$ cat src/rtl/indication_portal_mux.sv
// indication_portal_mux: multi-channel indication output portal.
// Each producer method feeds its own circular FIFO; the host reads one
// channel at a time through a shared read port, and gets a registered
// interrupt plus the lowest-index non-empty channel for servicing.

// One channel: circular buffer, occupancy count and sticky overflow flag.
module indication_chan_fifo #(
    parameter int DATA_WIDTH = 32,
    parameter int DEPTH      = 8,
    parameter int CNT_W      = $clog2(DEPTH + 1)
) (
    input  logic                  clk,
    input  logic                  rst_n,
    input  logic                  enq_en,
    input  logic [DATA_WIDTH-1:0] enq_data,
    output logic                  enq_rdy,
    input  logic                  deq_en,
    output logic [DATA_WIDTH-1:0] first,
    output logic                  not_empty,
    output logic [CNT_W-1:0]      count,
    output logic                  overflow,
    input  logic                  overflow_clr
);
    localparam int PTR_W = $clog2(DEPTH);

    logic [DATA_WIDTH-1:0] mem [DEPTH];
    logic [PTR_W-1:0]      rptr;
    logic [PTR_W-1:0]      wptr;
    logic [CNT_W-1:0]      cnt;
    logic                  ovf;
    logic                  do_enq;
    logic                  do_deq;

    // Readiness comes from pre-edge state, so a full channel refuses an
    // enqueue even when a dequeue frees a slot in the same cycle.
    assign enq_rdy   = (cnt != CNT_W'(DEPTH));
    assign not_empty = (cnt != '0);
    assign do_enq    = enq_en & enq_rdy;
    assign do_deq    = deq_en & not_empty;
    assign first     = mem[rptr];
    assign count     = cnt;
    assign overflow  = ovf;

    // Pointers wrap naturally since DEPTH is a power of two.
    always_ff @(posedge clk or negedge rst_n) begin
        if (!rst_n) begin
            rptr <= '0;
            wptr <= '0;
            cnt  <= '0;
        end else begin
            if (do_enq) wptr <= wptr + PTR_W'(1);
            if (do_deq) rptr <= rptr + PTR_W'(1);
            case ({do_enq, do_deq})
                2'b10:   cnt <= cnt + CNT_W'(1);
                2'b01:   cnt <= cnt - CNT_W'(1);
                default: cnt <= cnt;
            endcase
        end
    end

    // Storage is never reset; contents are meaningless while empty.
    always_ff @(posedge clk) begin
        if (do_enq) mem[wptr] <= enq_data;
    end

    // Sticky overflow: a refused enqueue sets it and wins over a clear.
    always_ff @(posedge clk or negedge rst_n) begin
        if (!rst_n) ovf <= 1'b0;
        else        ovf <= (enq_en & ~enq_rdy) | (ovf & ~overflow_clr);
    end
endmodule

module indication_portal_mux #(
    parameter int NUM_CHAN   = 4,
    parameter int DATA_WIDTH = 32,
    parameter int DEPTH      = 8,
    parameter int CHAN_W     = (NUM_CHAN > 1) ? $clog2(NUM_CHAN) : 1,
    parameter int CNT_W      = $clog2(DEPTH + 1)
) (
    input  logic                           CLK,
    input  logic                           RST_N,
    input  logic [NUM_CHAN-1:0]            ind_enq_en,
    input  logic [NUM_CHAN*DATA_WIDTH-1:0] ind_enq_data,
    output logic [NUM_CHAN-1:0]            ind_enq_rdy,
    input  logic [CHAN_W-1:0]              rd_chan,
    output logic                           rd_not_empty,
    output logic [DATA_WIDTH-1:0]          rd_first,
    output logic [CNT_W-1:0]               rd_count,
    input  logic                           rd_deq_en,
    output logic                           rd_deq_rdy,
    input  logic                           intr_en_wr,
    input  logic                           intr_en_data,
    output logic                           intr_status,
    output logic [31:0]                    intr_channel,
    output logic [NUM_CHAN-1:0]            overflow,
    input  logic [NUM_CHAN-1:0]            overflow_clr
);
    logic [NUM_CHAN-1:0][DATA_WIDTH-1:0] first_vec;
    logic [NUM_CHAN-1:0][CNT_W-1:0]      count_vec;
    logic [NUM_CHAN-1:0]                 ne_vec;
    logic [NUM_CHAN-1:0]                 deq_vec;
    logic                                intr_en;

    for (genvar i = 0; i < NUM_CHAN; i++) begin : g_chan
        // Out-of-range rd_chan matches no channel, so its deq is dropped.
        assign deq_vec[i] = rd_deq_en && (rd_chan == CHAN_W'(i));

        indication_chan_fifo #(
            .DATA_WIDTH (DATA_WIDTH),
            .DEPTH      (DEPTH),
            .CNT_W      (CNT_W)
        ) u_fifo (
            .clk          (CLK),
            .rst_n        (RST_N),
            .enq_en       (ind_enq_en[i]),
            .enq_data     (ind_enq_data[i*DATA_WIDTH +: DATA_WIDTH]),
            .enq_rdy      (ind_enq_rdy[i]),
            .deq_en       (deq_vec[i]),
            .first        (first_vec[i]),
            .not_empty    (ne_vec[i]),
            .count        (count_vec[i]),
            .overflow     (overflow[i]),
            .overflow_clr (overflow_clr[i])
        );
    end

    // Host read mux; an unselected (out-of-range) channel reads as zeros.
    always_comb begin
        rd_not_empty = 1'b0;
        rd_count     = '0;
        rd_first     = '0;
        for (int i = 0; i < NUM_CHAN; i++) begin
            if (rd_chan == CHAN_W'(i)) begin
                rd_not_empty = ne_vec[i];
                rd_count     = count_vec[i];
                rd_first     = first_vec[i];
            end
        end
    end

    assign rd_deq_rdy = rd_not_empty;

    // Lowest non-empty channel wins; all ones when nothing is pending.
    always_comb begin
        intr_channel = '1;
        for (int i = NUM_CHAN - 1; i >= 0; i--) begin
            if (ne_vec[i]) intr_channel = 32'(i);
        end
    end

    // Interrupt enable register and registered request (one cycle behind state).
    always_ff @(posedge CLK or negedge RST_N) begin
        if (!RST_N) begin
            intr_en     <= 1'b0;
            intr_status <= 1'b0;
        end else begin
            intr_status <= intr_en & (|ne_vec);
            if (intr_en_wr) intr_en <= intr_en_data;
        end
    end
endmodule

$ cat config.mk
export PLATFORM = sky130hd
export DESIGN_NAME = indication_portal_mux
export DESIGN_NICKNAME = d
export VERILOG_FILES = /design/src/rtl/indication_portal_mux.sv
export SDC_FILE = /design/constraint.sdc
export NUM_CORES = 1
export LEC_CHECK = 0
export CAP_MARGIN = 20
export CELL_PAD_IN_SITES_DETAIL_PLACEMENT = 1
export CELL_PAD_IN_SITES_GLOBAL_PLACEMENT = 2
export CORE_MARGIN = 8
export CORE_UTILIZATION = 42
export DETAILED_ROUTE_END_ITERATION = 10
export PLACE_DENSITY = 0.85
export SYNTH_ARGS = -nofsm -noshare
export SYNTH_HDL_FRONTEND = slang
export SYNTH_SLANG_ARGS = --single-unit
export TNS_END_PERCENT = 30
$ cat constraint.sdc
create_clock -name CLK -period 4.4 [get_ports CLK]
set_input_delay 0.66 -clock CLK [delete_from_list [all_inputs] [get_ports CLK]]
set_output_delay 0.66 -clock CLK [all_outputs]
set_load 0.1 [all_outputs]
# ---- Word-level counts from Yosys, hierarchy flattened
# Memory sizes are Yosys's and may differ from the RTL's.
# Cells that the tools add are included.
dict set report word_totals {
  ff_bits 46
  ram_bits 1024
  out_inout_bits 79
  elab_cells 124
  memories 4
}
# memory depth width rd rd_clocked_by_memory_dff write_ports line_no
set mem_list {}
lappend mem_list {{g_chan[0].u_fifo.mem} 8 32 1 0 1 26} ;# logic [DATA_WIDTH-1:0] mem [DEPTH];
lappend mem_list {{g_chan[1].u_fifo.mem} 8 32 1 0 1 26}
lappend mem_list {{g_chan[2].u_fifo.mem} 8 32 1 0 1 26}
lappend mem_list {{g_chan[3].u_fifo.mem} 8 32 1 0 1 26}
dict set report op_classes {
  n_addsub 16
  n_eq_ne 15
  mux 28
  n_bitwise 29
  reduce_logical 14
}
# operator count
set ops {}
lappend ops {{32-bit 2-to-1 mux} 8}
lappend ops {{4-bit case mux with 2 select lines} 4}
lappend ops {{3-bit by 1-bit adder with 3-bit output (second input constant)} 8}
lappend ops {{1-bit bitwise AND} 17}
lappend ops {{4-bit by 1-bit adder with 4-bit output (second input constant)} 4}
lappend ops {{4-bit 2-to-1 mux} 4}
lappend ops {{4-bit inequality test (second input constant)} 4}
lappend ops {{4-bit nonzero test} 4}
lappend ops {{4-bit by 1-bit subtractor with 4-bit output (second input constant)} 4}
lappend ops {{2-bit equality test (second input constant)} 6}
lappend ops {{1-bit 2-to-1 mux} 12}
lappend ops {{2-bit by 1-bit equality test with 1-bit output (second input constant)} 5}
lappend ops {{1-bit inverter} 8}
lappend ops {{2-bit nonzero test} 4}
lappend ops {{1-bit logical AND} 4}
lappend ops {{1-bit bitwise OR} 4}
lappend ops {{4-bit OR reduction} 1}
lappend ops {{2-bit logical NOT} 1}

# ---- Longest topological paths before layout
# Gate-level depths: netlist of run 1.
dict set report depth {
  depth_word 5
  depth_mapped 11
}

# ---- By module
# Synthesis of run 1 repeated with hierarchy kept, for this count alone.
dict set report hier_totals {
  cells_unflattened 1826
  area_unflattened_um2 42667.2
}
# mod n_inst cells_per_inst area_per_inst_um2 seq_area_each_um2
set by_module_without_submodules {}
lappend by_module_without_submodules {{indication_chan_fifo at g_chan[1].u_fifo ...} 3 434 10351.2 7962.6}
lappend by_module_without_submodules {{indication_chan_fifo at g_chan[0].u_fifo} 1 434 10332.4 7962.6}
lappend by_module_without_submodules {indication_portal_mux 1 90 1281.2 50.0}

# ---- Worst setup path before layout of run 1
# OpenSTA, ideal clock, no wires.
dict set report synth_timing {
  kind {flip-flop to output port}
  startpoint {reg g_chan[1].u_fifo.cnt[1]}
  endpoint {out intr_channel[10]}
  arrival_time_ns 6.873
  slack_ns -3.133
  stages_incl_launch_ff 5
  path_buffers 2
  path_cell_list {dfrtp_1 > buf_2 > or4_4 > nor4_1 > buf_4}
}
dict set report synth_via {
  elab_chain_cells 3
}
# element line_no
set synth_lines {}
lappend synth_lines {{start: declaration} 29} ;# logic [CNT_W-1:0] cnt;
lappend synth_lines {{start signal: assignment} 54} ;# 2'b10: cnt <= cnt + CNT_W'(1);
lappend synth_lines {{start signal: assignment} 55} ;# 2'b01: cnt <= cnt - CNT_W'(1);
lappend synth_lines {{start signal: assignment} 56} ;# default: cnt <= cnt;
lappend synth_lines {{4-bit nonzero test} 37} ;# assign not_empty = (cnt != '0);
lappend synth_lines {{32-bit 2-to-1 mux (2 in series)} 147} ;# if (ne_vec[i]) intr_channel = 32'(i);
lappend synth_lines {{end: declaration} 94} ;# output logic [31:0] intr_channel,
# No other way between the ends.

# ---- Final worst setup path of run 1
dict set report layout_timing {
  startpoint {reg g_chan[1].u_fifo.rptr[1]}
  endpoint {out rd_first[12]}
}
dict set report layout_via {
  elab_chain_cells 4
}
# element line_no
set layout_lines {}
lappend layout_lines {{start: declaration} 27} ;# logic [PTR_W-1:0] rptr;
lappend layout_lines {{start signal: assignment} 52} ;# if (do_deq) rptr <= rptr + PTR_W'(1);
lappend layout_lines {{memory read 8 x 32 bit} n/a}
lappend layout_lines {{32-bit 2-to-1 mux (3 in series)} 133} ;# if (rd_chan == CHAN_W'(i)) begin
lappend layout_lines {{end: declaration} 87} ;# output logic [DATA_WIDTH-1:0] rd_first,
# No other way between the ends.

==> results of run 1 <==
==> what timing repair did <==
action,4_1_cts,5_1_grt
hold endpoints to repair,0,0
setup buffers,0,1
setup endpoints to repair,0,6
resized for setup,0,2
==> per-stage QoR <==
step / instance area (sq um) / hold slack (ps) / power [mW] / utilization [%]
3_3_place_gp: 46500 / 469 / 25.6 / 46.5
2_1_floorplan: 42300 / 364 / 21.2 / -
5_1_grt: 50100 / 154 / 36.0 / 50.1
4_1_cts: 50100 / 128 / 35.2 / 50.1
3_5_place_dp: 46500 / 494 / 26.0 / 46.5
6_report: 50100 / 142 / 35.0 / 50.1
==> registers in the layout (all words and copies together) (netlist names) <==
name and flops:
g_chan.u_fifo.mem 1024, g_chan.u_fifo.count 16, g_chan.u_fifo.rptr 12, g_chan.u_fifo.wptr 12, g_chan.u_fifo.overflow 4, intr_en 1
intr_status 1
==> path summary, 6_finish.rpt <==
kind / start / end / slack (ps)
min reg2reg: g_chan[2].u_fifo.count[3] / g_chan[2].u_fifo.count[3] / 540
max in group asynchronous: RST_N / g_chan[2].u_fifo.rptr[1] / 3300
max: g_chan[1].u_fifo.rptr[1] / rd_first[12] / 170
min in group CLK: g_chan[2].u_fifo.count[3] / g_chan[2].u_fifo.count[3] / 540
min: RST_N / g_chan[2].u_fifo.overflow / 140
max reg2reg: g_chan[3].u_fifo.count[2] / g_chan[3].u_fifo.count[2] / 1060
==> layer usage <==
metal / track usage, % / share of wire (%) / vias up
li1: - / - / 9109
met1: 25.8 / 39 / 11500
met2: 33.2 / 49 / 892
met3: 5.42 / 9.1 / 154
met4: 5.92 / 2.6 / 2
met5: 0 / 0.011 / -
==> cells by family (layout without fill, tap and decap cells) <==
family | after synthesis | after routing | share of synthesized area (%)
buf+inv | 161 | 529 | 2.22
simple gates | 182 | 182 | 2.27
compound gates | 170 | 170 | 2.74
fa+ha+maj | 20 | 20 | 0.591
mux | 446 | 446 | 16.0
xor+xnor | 36 | 36 | 0.745
other cells | 0 | 12 | 0
flops | 1070 | 1070 | 75.4
==> where the power goes <==
part	switching [mW]	leakage, nW	internal [mW]
clock	3.78	1.71	5.36
sequential	1.24	9.84	12.9
combinational	7.19	5.15	4.52
total	12.2	16.7	22.7
==> placed cells by master, fill, tap and decap left out, drive strengths merged, types with 3 or more instances in the layout <==
cell	n
a21oi	27
nand2b	11
nand2	43
clkdlybuf4s50	150
clkinv	38
nor2b	14
nand3	44
a221oi	10
xnor2	13
bufinv	12
nor4	5
nor4b	4
dfrtp	46
buf	167
and2	3
mux2i	218
mux4	173
inv	16
a22oi	66
clkbuf	142
diode	12
nand3b	3
a211oi	3
and3	3
o22ai	10
clkinvlp	4
nor3	16
ha	20
a32oi	22
nor2	21
mux2	55
or4	4
xor2	23
edfxtp	1024
nand4	3
o21ai	31
==> layout make-up <==
cell class,instances,area (sq um)
clock inverter,57,607
timing repair buffer,317,3310
fill,8968,49900
multi-input combinational,854,9670
inverter,13,48.8
tap,1298,1620
clock buffer,142,2920
antenna,12,30.0
sequential,1070,31900
==> worst max-delay path: stages, from the launching register on <==
cell	delay (ps)
dfrtp_4	880
buf_4	480
mux2i_1	150
a22oi_1	380
nand4_1	250
a32oi_2	520
buf_12	240
==> results.json, run 1 <==
{
  "numCtsBuffers": 107,
  "grt_max_degree": 64,
  "setup_viol": 0,
  "hp-class": "in2async",
  "drive_gt1_share_pct": 23.4,
  "insertion_delay_ps": 680,
  "fin_crit_ps": 4230,
  "yosysTopAreaCellShare_pct": 72.7,
  "hpwlAfterDp_um": 74200,
  "synth-seq-area-share_pct": 75.4,
  "synthesis.instances": 2085,
  "tightest_slew_ps": 1110,
  "critPathCaptureType": "output port",
  "drcViolationCount": 0,
  "grt_pass1_vias": 22800,
  "status": "complete, no violations",
  "synth_commonest_cells": "1024 x edfxtp_1, 218 x mux2i_1, 153 x mux4_2",
  "viasPerCell": 5.74,
  "cts_tree": "done",
  "place.gp.congestion": 0.808,
  "start_util_pct": 42.3,
  "dp_cells": 3551,
  "cp.arrival_ps": 3570,
  "root_buffer": "clkbuf_16",
  "dr.pass1.iters": 6,
  "path_max_fanout": 39,
  "synthMostInstantiatedCell": "edfxtp_1",
  "first_iter_violations": 2136,
  "cts_max_path_buffers": 3,
  "vias": 21600,
  "fmax_ghz": 0.237,
  "clk_pin_slew_ps": 60,
  "wire_per_inst_um": 30.4,
  "synth_edf_count": 1024,
  "synth_cell_types": 47,
  "drtAntennaViolNets": 0,
  "ir_drop_mv": 0.761,
  "setup_tns_ps": 0,
  "stdcell_count": 3763,
  "layout.nets": 2526,
  "std_cell_rows": 116,
  "grt-ovfl-total": 0,
  "drt_wl_total_um": 114000,
  "rsz0062_at_grt": "no",
  "grt_pass1_wl_um": 163000,
  "htreeDepth": 3,
  "preCtsSetupSlack_ps": 376,
  "die_y_um": 333,
  "synth_area_sq_um": 42300,
  "portBuffers": 221,
  "path_class": "reg2out",
  "die-area_sq_um": 111000,
  "core-area_sq_um": 100000,
  "hold_viol_final": 0,
  "syn_to_final_growth_pct": 18.5,
  "synth_top_area_cell": "edfxtp_1",
  "final_max_slew_viol_count": 0,
  "required_ps": 3740,
  "drv_cap": 0,
  "io_pins": 222,
  "grt_use_total_pct": 20.0,
  "synth.ff_latch_count": 1070,
  "clock_skew_ps": 28.0,
  "slew_headroom_pct": 25.8,
  "cts.sinks": 1070,
  "finalCritPeriodShare_pct": 96.1,
  "synth_area_per_cell_sq_um": 20.3,
  "power_density_nw_per_um2": 697,
  "synth_async_sr_flop_share_pct": 4.30,
  "worstRegToRegCells": 11,
  "antenna_found_initial": 19,
  "cts_hold_buf": 0,
  "fin_ws_ps": 172,
  "die_x_um": 333,
  "synth_top_flop_cell": "edfxtp_1",
  "synthTopCellsByArea": "edfxtp_1 73%, mux4_2 8.1%, mux2i_1 5.2%",
  "start_kind": "flip-flop",
  "syn-num-nets": 2248,
  "synth_warnings": 0,
  "power_leakage_nw": 16.7
}
Power figures use the tool's default switching activity.
==> run 2, diff against run 1 <==
--- a/config.mk
+++ b/config.mk
@@ -6,10 +6,10 @@
 export NUM_CORES = 1
 export LEC_CHECK = 0
 export CAP_MARGIN = 20
-export CELL_PAD_IN_SITES_DETAIL_PLACEMENT = 1
-export CELL_PAD_IN_SITES_GLOBAL_PLACEMENT = 2
+export CELL_PAD_IN_SITES_DETAIL_PLACEMENT = 0
+export CELL_PAD_IN_SITES_GLOBAL_PLACEMENT = 1
 export CORE_MARGIN = 8
-export CORE_UTILIZATION = 42
+export CORE_UTILIZATION = 47
 export DETAILED_ROUTE_END_ITERATION = 10
 export PLACE_DENSITY = 0.85
 export SYNTH_ARGS = -nofsm -noshare
==> results.json, run 2 (synthesis results as in run 1) <==
{
  "status": "complete, no violations",
  "root_buffer": "clkbuf_16",
  "power_leakage_nw": 16.6,
  "start_util_pct": 47.2,
  "insertion_delay_ps": 680,
  "grt_max_degree": 49,
  "numCtsBuffers": 104,
  "fin_ws_ps": 224,
  "final_common_cell": "edfxtp_1",
  "power_density_nw_per_um2": 680,
  "path_class": "reg2out",
  "start_kind": "flip-flop",
  "holdWs_ps": 382,
  "fmax_ghz": 0.239,
  "stdcell_count": 3636,
  "fin_util_pct": 55.5,
  "vias": 21100,
  "path_cells": "buf_12 > buf_4 > mux2i_1 > a22oi_1 > nand3_1 > a32oi_1 > buf_12",
  "hp-class": "in2async",
  "p_int_mw": 22.2,
  "rsz0062_at_grt": "no",
  "portBuffers": 221,
  "preCtsSetupSlack_ps": 543,
  "cts_max_path_buffers": 3,
  "place.gp.congestion": 0.855,
  "p_total_mw": 33.8,
  "pwr-share-seq_pct": 41.4,
  "post_cts_buffers": 0,
  "tightest_slew_ps": 1030,
  "drt_wl_total_um": 101000,
  "hpwlAfterDp_um": 64200,
  "grt_use_total_pct": 19.9,
  "wire_per_inst_um": 27.7,
  "drv_cap": 0,
  "grt_pass1_wl_um": 144000,
  "p_sw_mw": 11.6,
  "die-area_sq_um": 99900,
  "first_iter_violations": 2060,
  "final_cell_mix": "1024 x edfxtp_1, 218 x mux2i_1, 153 x mux4_2, 149 x clkdlybuf4s50_1, 120 x buf_4",
  "rrSetupSlack_ps": 1520,
  "required_ps": 3740,
  "p_comb_share_pct": 33.0,
  "path_max_fanout": 47,
  "drtAntennaViolNets": 0,
  "hold_viol_final": 0,
  "largest_reg_flops": 1024,
  "fin_crit_ps": 4180,
  "clk_pin_slew_ps": 60,
  "layout.nets": 2520,
  "clockPowerShare_pct": 25.6,
  "drcViolationCount": 0,
  "worst-path-buf-inv": 3,
  "htreeDepth": 3,
  "io_pins": 222,
  "stdcell_area_sq_um": 49700,
  "final_max_slew_viol_count": 0,
  "cts_tree": "done",
  "critPathSlowestCell": "dfrtp_4",
  "cpMostUsedCell": "buf_12",
  "dp_cells": 3423,
  "grt-ovfl-total": 0,
  "switching_share_pct": 34.3,
  "viasPerCell": 5.81,
  "dr.pass1.iters": 6,
  "cts.sinks": 1070,
  "finalCritPeriodShare_pct": 94.9,
  "syn_to_final_growth_pct": 17.6,
  "setup_viol": 0,
  "crit_family": "flip-flops",
  "std_cell_rows": 110,
  "ir_drop_mv": 1.03,
  "top_register": "g_chan.u_fifo.mem",
  "die_x_um": 316,
  "fillers": 6467,
  "antenna_found_initial": 22,
  "die_y_um": 316,
  "clock_skew_ps": 30.1,
  "slew_headroom_pct": 31.1,
  "critPathCaptureType": "output port",
  "core-area_sq_um": 89600,
  "max_stage_delay_ps": 920,
  "placedInstanceArea_sq_um": 46300,
  "setup_tns_ps": 0,
  "grt_pass1_vias": 21500,
  "drive_gt1_share_pct": 23.2,
  "cp.arrival_ps": 3520
}
==> run 2: power groups by stage <==
stage | clock network, mW | registers, mW | logic [mW]
4_1_cts | 8.80 | 14.1 | 11.0
2_1_floorplan | 0 | 13.5 | 7.68
6_report | 8.67 | 14.0 | 11.1
5_1_grt | 9.18 | 14.2 | 11.6
3_3_place_gp | 0 | 14.2 | 10.8
3_5_place_dp | 0 | 14.3 | 11.0
==> run 2: per-layer routing <==
metal	track usage, %	vias up	wire length (um)	part of all wire (%)
met4	8.38	14	3980	3.9
met1	25.4	10900	38300	38
li1	-	9092	-	-
met2	31.4	949	48000	48
met3	6.38	192	10500	10
met5	0	-	80	0.079
==> run 2: final cells by class <==
type                            instances  area, sq um  area share (%)
Sequential cell                      1070        31900            64.2
Multi-Input combinational cell        854         9650            19.4
Timing Repair Buffer                  314         3270            6.57
Clock buffer                          132         2740            5.50
Tap cell                             1176         1470            2.96
Clock inverter                         61          601            1.21
Inverter                               13         48.8          0.0981
Antenna cell                           16         40.0          0.0805
==> run 2: repair_timing <==
item	in CTS	in global routing
endpoints found under the hold margin	0	6
hold buffers	0	1
endpoints found under the setup margin	0	2
gates resized for setup	0	2
==> run 2: path summary, 6_finish.rpt <==
check	start	to	depth (start not counted)
max	g_chan[0].u_fifo.rptr[1]	rd_first[23]	7
min	RST_N	g_chan[1].u_fifo.overflow	2
max reg2reg	g_chan[0].u_fifo.count[1]	g_chan[0].u_fifo.count[2]	11
min reg2reg	intr_en	intr_status	1
max in group asynchronous	RST_N	g_chan[0].u_fifo.rptr[1]	4
min in group CLK	intr_en	intr_status	1
==> run 2: worst reg2reg max path, cell delays in order (launching register included) <==
cell	delay [ps]
dfrtp_1	480
nor4b_1	500
buf_4	260
nor2b_1	120
inv_1	300
ha_1	320
xor2_1	100
ha_1	190
a21oi_1	140
xor2_1	150
nor2_1	60
xor2_1	140
